===== src/rtl/op_sched_pkg.sv =====
`default_nettype none
// ============================================================================
// Module   : op_sched_pkg
// Purpose  : Shared types and constants for the two-port operation scheduler.
// Revision : 1.0 - initial release
// ============================================================================
package op_sched_pkg;

  // Operand and result widths of the shared arithmetic engine
  localparam int OP_W  = 4;
  localparam int RES_W = 16;

  // Requester identifiers, also used as the grant id and last-served pointer
  localparam logic REQ0 = 1'b0;
  localparam logic REQ1 = 1'b1;

  // Scheduler FSM states
  typedef enum logic [1:0] {
    IDLE  = 2'd0,
    ISSUE = 2'd1,
    WAIT  = 2'd2,
    RESP  = 2'd3
  } state_t;

endpackage
`default_nettype wire


===== src/rtl/rr_arbiter2.sv =====
`default_nettype none
// ============================================================================
// Module   : rr_arbiter2
// Purpose  : Combinational 2-way round-robin grant. On a tie the requester
//            that was not served last wins; the pointer lives in the parent.
// Revision : 1.0 - initial release
// ============================================================================
module rr_arbiter2
  import op_sched_pkg::*;
(
  input  logic i_req0,
  input  logic i_req1,
  input  logic i_last,
  output logic o_valid,
  output logic o_id
);

  // Requester 1 wins when alone, or on a tie when requester 0 was served last
  always_comb begin
    o_valid = i_req0 | i_req1;
    o_id    = REQ0;
    if (i_req1 && (!i_req0 || (i_last == REQ0))) begin
      o_id = REQ1;
    end
  end

endmodule
`default_nettype wire


===== src/rtl/op_scheduler.sv =====
`default_nettype none
// ============================================================================
// Module   : op_scheduler
// Purpose  : Shares one start/done arithmetic engine between two requesters.
//            Round-robin grant, start pulse, done wait with watchdog abort,
//            and a one-cycle acknowledge carrying result/err/timeout.
// Revision : 1.0 - initial release
// ============================================================================
module op_scheduler
  import op_sched_pkg::*;
#(
  parameter int TIMEOUT = 64
) (
  input  logic             clk,
  input  logic             reset,
  input  logic             req0,
  input  logic             req1,
  input  logic [OP_W-1:0]  a0,
  input  logic [OP_W-1:0]  b0,
  input  logic [OP_W-1:0]  a1,
  input  logic [OP_W-1:0]  b1,
  output logic             ack0,
  output logic             ack1,
  output logic [RES_W-1:0] result,
  output logic             err,
  output logic             timeout,
  output logic             busy,
  output logic             eng_start,
  output logic [OP_W-1:0]  eng_a,
  output logic [OP_W-1:0]  eng_b,
  input  logic [RES_W-1:0] eng_c,
  input  logic             eng_done,
  input  logic             eng_err
);

  localparam int WD_W = $clog2(TIMEOUT);
  localparam logic [WD_W-1:0] C_WD_LAST = WD_W'(TIMEOUT - 1);

  state_t           r_state;
  state_t           w_state_nxt;
  logic             r_gnt_id;
  logic             r_last;
  logic [WD_W-1:0]  r_wd;
  logic [OP_W-1:0]  r_eng_a;
  logic [OP_W-1:0]  r_eng_b;
  logic             r_eng_start;
  logic             r_ack0;
  logic             r_ack1;
  logic [RES_W-1:0] r_result;
  logic             r_err;
  logic             r_timeout;
  logic             r_busy;
  logic             w_gnt_valid;
  logic             w_gnt_id;
  logic             w_wd_limit;

  rr_arbiter2 u_arb (
    .i_req0  (req0),
    .i_req1  (req1),
    .i_last  (r_last),
    .o_valid (w_gnt_valid),
    .o_id    (w_gnt_id)
  );

  assign w_wd_limit = (r_wd == C_WD_LAST);

  // State register
  always_ff @(posedge clk or negedge reset) begin
    if (!reset) begin
      r_state <= IDLE;
    end else begin
      r_state <= w_state_nxt;
    end
  end

  // Next-state logic; a done on the watchdog-limit cycle takes priority
  always_comb begin
    w_state_nxt = r_state;
    case (r_state)
      IDLE:    if (w_gnt_valid) w_state_nxt = ISSUE;
      ISSUE:   w_state_nxt = WAIT;
      WAIT:    if (eng_done || w_wd_limit) w_state_nxt = RESP;
      RESP:    w_state_nxt = IDLE;
      default: w_state_nxt = IDLE;
    endcase
  end

  // Registered datapath: grant latch, watchdog, completion capture, pulses
  always_ff @(posedge clk or negedge reset) begin
    if (!reset) begin
      r_gnt_id    <= REQ0;
      r_last      <= REQ1;
      r_wd        <= '0;
      r_eng_a     <= '0;
      r_eng_b     <= '0;
      r_eng_start <= 1'b0;
      r_ack0      <= 1'b0;
      r_ack1      <= 1'b0;
      r_result    <= '0;
      r_err       <= 1'b0;
      r_timeout   <= 1'b0;
      r_busy      <= 1'b0;
    end else begin
      r_eng_start <= 1'b0;
      r_ack0      <= 1'b0;
      r_ack1      <= 1'b0;
      r_busy      <= (w_state_nxt != IDLE);
      case (r_state)
        IDLE: begin
          if (w_gnt_valid) begin
            r_gnt_id    <= w_gnt_id;
            r_eng_a     <= (w_gnt_id == REQ1) ? a1 : a0;
            r_eng_b     <= (w_gnt_id == REQ1) ? b1 : b0;
            r_eng_start <= 1'b1;
          end
        end
        ISSUE: begin
          r_wd <= '0;
        end
        WAIT: begin
          if (eng_done) begin
            r_result  <= eng_c;
            r_err     <= eng_err;
            r_timeout <= 1'b0;
            r_ack0    <= (r_gnt_id == REQ0);
            r_ack1    <= (r_gnt_id == REQ1);
          end else if (w_wd_limit) begin
            r_result  <= '0;
            r_err     <= 1'b1;
            r_timeout <= 1'b1;
            r_ack0    <= (r_gnt_id == REQ0);
            r_ack1    <= (r_gnt_id == REQ1);
          end else begin
            r_wd <= r_wd + WD_W'(1);
          end
        end
        RESP: begin
          r_last <= r_gnt_id;
        end
        default: ;
      endcase
    end
  end

  assign ack0      = r_ack0;
  assign ack1      = r_ack1;
  assign result    = r_result;
  assign err       = r_err;
  assign timeout   = r_timeout;
  assign busy      = r_busy;
  assign eng_start = r_eng_start;
  assign eng_a     = r_eng_a;
  assign eng_b     = r_eng_b;

endmodule
`default_nettype wire


===== config.mk =====
export PLATFORM = sky130hd
export DESIGN_NAME = op_scheduler
export DESIGN_NICKNAME = d
export VERILOG_FILES = /design/src/rtl/op_sched_pkg.sv /design/src/rtl/rr_arbiter2.sv /design/src/rtl/op_scheduler.sv
export SDC_FILE = /design/constraint.sdc
export NUM_CORES = 1
export LEC_CHECK = 0
export CAP_MARGIN = 20
export CORE_AREA = 2 2 71 73
export CTS_CLUSTER_DIAMETER = 60
export DETAILED_ROUTE_END_ITERATION = 10
export DIE_AREA = 0 0 73 75
export HOLD_SLACK_MARGIN = 0.03
export PLACE_DENSITY = 0.85
export SYNTH_ARGS = -nofsm -noshare
export SYNTH_HDL_FRONTEND = slang
export SYNTH_SLANG_ARGS = --single-unit
export TNS_END_PERCENT = 100

===== constraint.sdc =====
create_clock -name clk -period 4 [get_ports clk]
set_clock_uncertainty 0.2 [all_clocks]
set_input_delay 0.8 -clock clk [delete_from_list [all_inputs] [get_ports clk]]
set_output_delay 0.8 -clock clk [all_outputs]
set_load 0.01 [all_outputs]

==> qor.txt <==
outcome = finished, final reports clean
Die ar. = 5480 um2
syn_nets = 235
Arrival @ worst endpoint = 2.42 ns
die height = 75 um
P per Cell Area = 652 nW/um2
Resized cells post-CTS = 0
Final Cycle Share = 59.7%
drt pass-1 iters = 5
post-route antenna net violation count = 0
clock-pin slew on the worst setup and hold paths = 0.08 ns
post-synthesis sequential area ratio = 48.7%
Register Area = 1000 um2
Slew HR = 32.9%
Adder-Cell Fraction of Synth Area = 3.65%
clk root buf = clkbuf_8
Tmin final = 2.39 ns
Sw Share = 35.8%
switching power = 0.650 mW
first-pass GRT wire length = 7570 um
setup TNS = 0 ns
Cells after Synth = 191
WS Path Type = primary input to flop
Initial Util = 44.2%
Post-route DRC = 0
clock power share = 14.5%
mux cell area share after synthesis = 4.98%
Comb pwr share = 46.3%
Area contributors post-synth = dfrtp_1, a221o_1, nand2b_1
unique cell type count in the Yosys netlist = 39
multi-input logic area = 923 um2
Final Hold Viols = 0
CTS sink count = 40
Inst Count DP = 300
number of port buffers = 67
GP Congestion = 0.754
Final Slew Violations = 0
routed wire length = 4630 um
via total after detailed routing = 1,708
DR iter-0 viols = 89
largest net degree at the start of global routing = 41
CTS H-tree depth = 2
layout cells sized above 1 = 7.09%
gr ovfl total = 0
Synth Area in Simple Gates = 14.2%
commonest cells after routing, fill and taps aside = clkdlybuf4s50_1, dfrtp_1, a21oi_1, nand2b_1, a221o_1
clk_lat worst skew = 0.30 ns
CTS tree = done
fin nets = 297
Ys Warns = 0
Worst-Margin Slew = 1.00 ns
Netlist Area Pre-Place = 2060 um2
Lkg Pwr = 1.16 nW
Int Pwr = 1.17 mW
Core Area = 4660 um2
largest family of logic cells by synthesized area = compound AO/OA/AOI/OAI gates
commonest non-fill, non-tap cell in the layout = clkdlybuf4s50_1
initial antenna violation count = 0
WL per Instance = 15.0 um
max frequency = 0.419 GHz
number of CTS-inserted buffers = 5
Synth Area in Compound Gates = 22.1%
vias in the first global route = 1,604
# rows = 25
Avg Cell Area, Syn = 10.8 um2
Total GRT Usage = 17.9%
cell taking the most area after synthesis = dfrtp_1
Detail Placement HPWL = 3270 um
Die Width = 73 um
peak supply drop = 0.000307 V
fin cells = 308
post-synth top area share = 47.4%
max cap viols = 0
synthesized flop and latch total = 40
sequential power share = 39.1%
hold crit path type = flop to flop
RSZ-0062 raised after global routing = false
Fillers = 387
Startpoint Class = primary input
CTS Buffer Depth = 2
Crit. End Element = flop
Vias/cell = 5.55
Area Growth Syn to Fin = 35.2%
Crit Path Max Fanout = 18
Post-CTS Setup Bufs = 0
I/O Pins = 68
hold buffers post-CTS = 0
Antenna diodes = 0
Data required, critical path = 4.03 ns
final setup vio count = 0
post-synthesis xor/xnor area fraction = 0%
==> critical path: stages <==
cell and delay, ns:
clkdlybuf4s50_1 0.55, buf_4 0.23, and2_1 0.58, a21oi_1 0.15, nand3_1 0.11
==> cell type report <==
class	instances	area share [%]
sequential	40	36.0
inverter	8	1.08
clock buffer	7	2.74
tap	54	2.43
timing repair buffer	69	24.4
clock inverter	1	0.180
multi-input combinational	129	33.2
==> stage by stage <==
step                hold WS, ns  instance area, um2  setup WS (ns)  utilization, %  power [mW]
finish                    0.280                2790           1.61            59.8        1.82
global route              0.329                2790           1.42            59.8        1.95
CTS                       0.289                2790           1.59            59.8        1.83
detailed placement        0.272                2700           1.27            58.0        1.56
global placement          0.261                2700           1.33            58.0        1.53
floorplan                 0.240                2060           2.17               -        1.16
==> power by group through the flow <==
| stage | clock [mW] | sequential, mW | combinational [mW] |
|---|---|---|---|
| 3_3_place_gp | 0 | 0.709 | 0.823 |
| 6_report | 0.264 | 0.711 | 0.841 |
| 2_1_floorplan | 0 | 0.755 | 0.409 |
| 3_5_place_dp | 0 | 0.714 | 0.850 |
| 5_1_grt | 0.284 | 0.735 | 0.927 |
| 4_1_cts | 0.269 | 0.709 | 0.853 |
==> sequential cells by signal, indices dropped and copies added, names as in the netlist, 2 cells and up <==
| signal | flops |
|---|---|
| r_state | 2 |
| eng_a | 4 |
| result | 16 |
| r_wd | 6 |
| eng_b | 4 |
==> final timing paths <==
kind                            startpoint   endpoint  slack (ns)  depth (start not counted)
worst min register to register    eng_a[2]   eng_a[2]        0.28                          2
worst max register to register     r_wd[0]    r_wd[1]        1.67                          4
worst min-delay path              eng_a[2]   eng_a[2]        0.28                          2
max in group asynchronous            reset   r_gnt_id        2.61                          1
worst max-delay path              eng_done    r_wd[0]        1.61                          5
min in group asynchronous            reset  result[5]        0.43                          1
==> metal layers <==
layer  track usage, %  wire, um  part of all wire (%)  up-vias
li1                 -         -                     -      819
met1             24.6      2140                    46      820
met2             27.3      2130                    46       62
met3             4.28       287                   6.2        7
met4             7.41        75                   1.6        0
met5                0         0                     0        -
==> logic make-up after synthesis <==
kind of cell,Yosys count
AO/OA/AOI/OAI,61
multiplexers,10
flip-flops,40
adder cells (fa/ha/maj),6
AND/OR/NAND/NOR,52
buffers and inverters,22
==> Yosys cell counts (all sizes together) <==
library cell   n
a2111oi        1
a211o          2
a211oi         3
a21boi         1
a21oi         21
a221o         16
a22o           1
a31oi          2
a41oi          1
and2           2
and3           1
and4           1
buf           12
clkbuf         2
dfrtp         39
dfstp          1
ha             6
inv            8
mux2           2
mux2i          8
nand2         11
nand2b        17
nand3          5
nand4          1
nor2           2
nor2b          3
nor3           4
nor3b          3
nor4           1
o21ai         11
o21bai         1
o22ai          1
or4b           1
(Power assumes the default switching activity.)
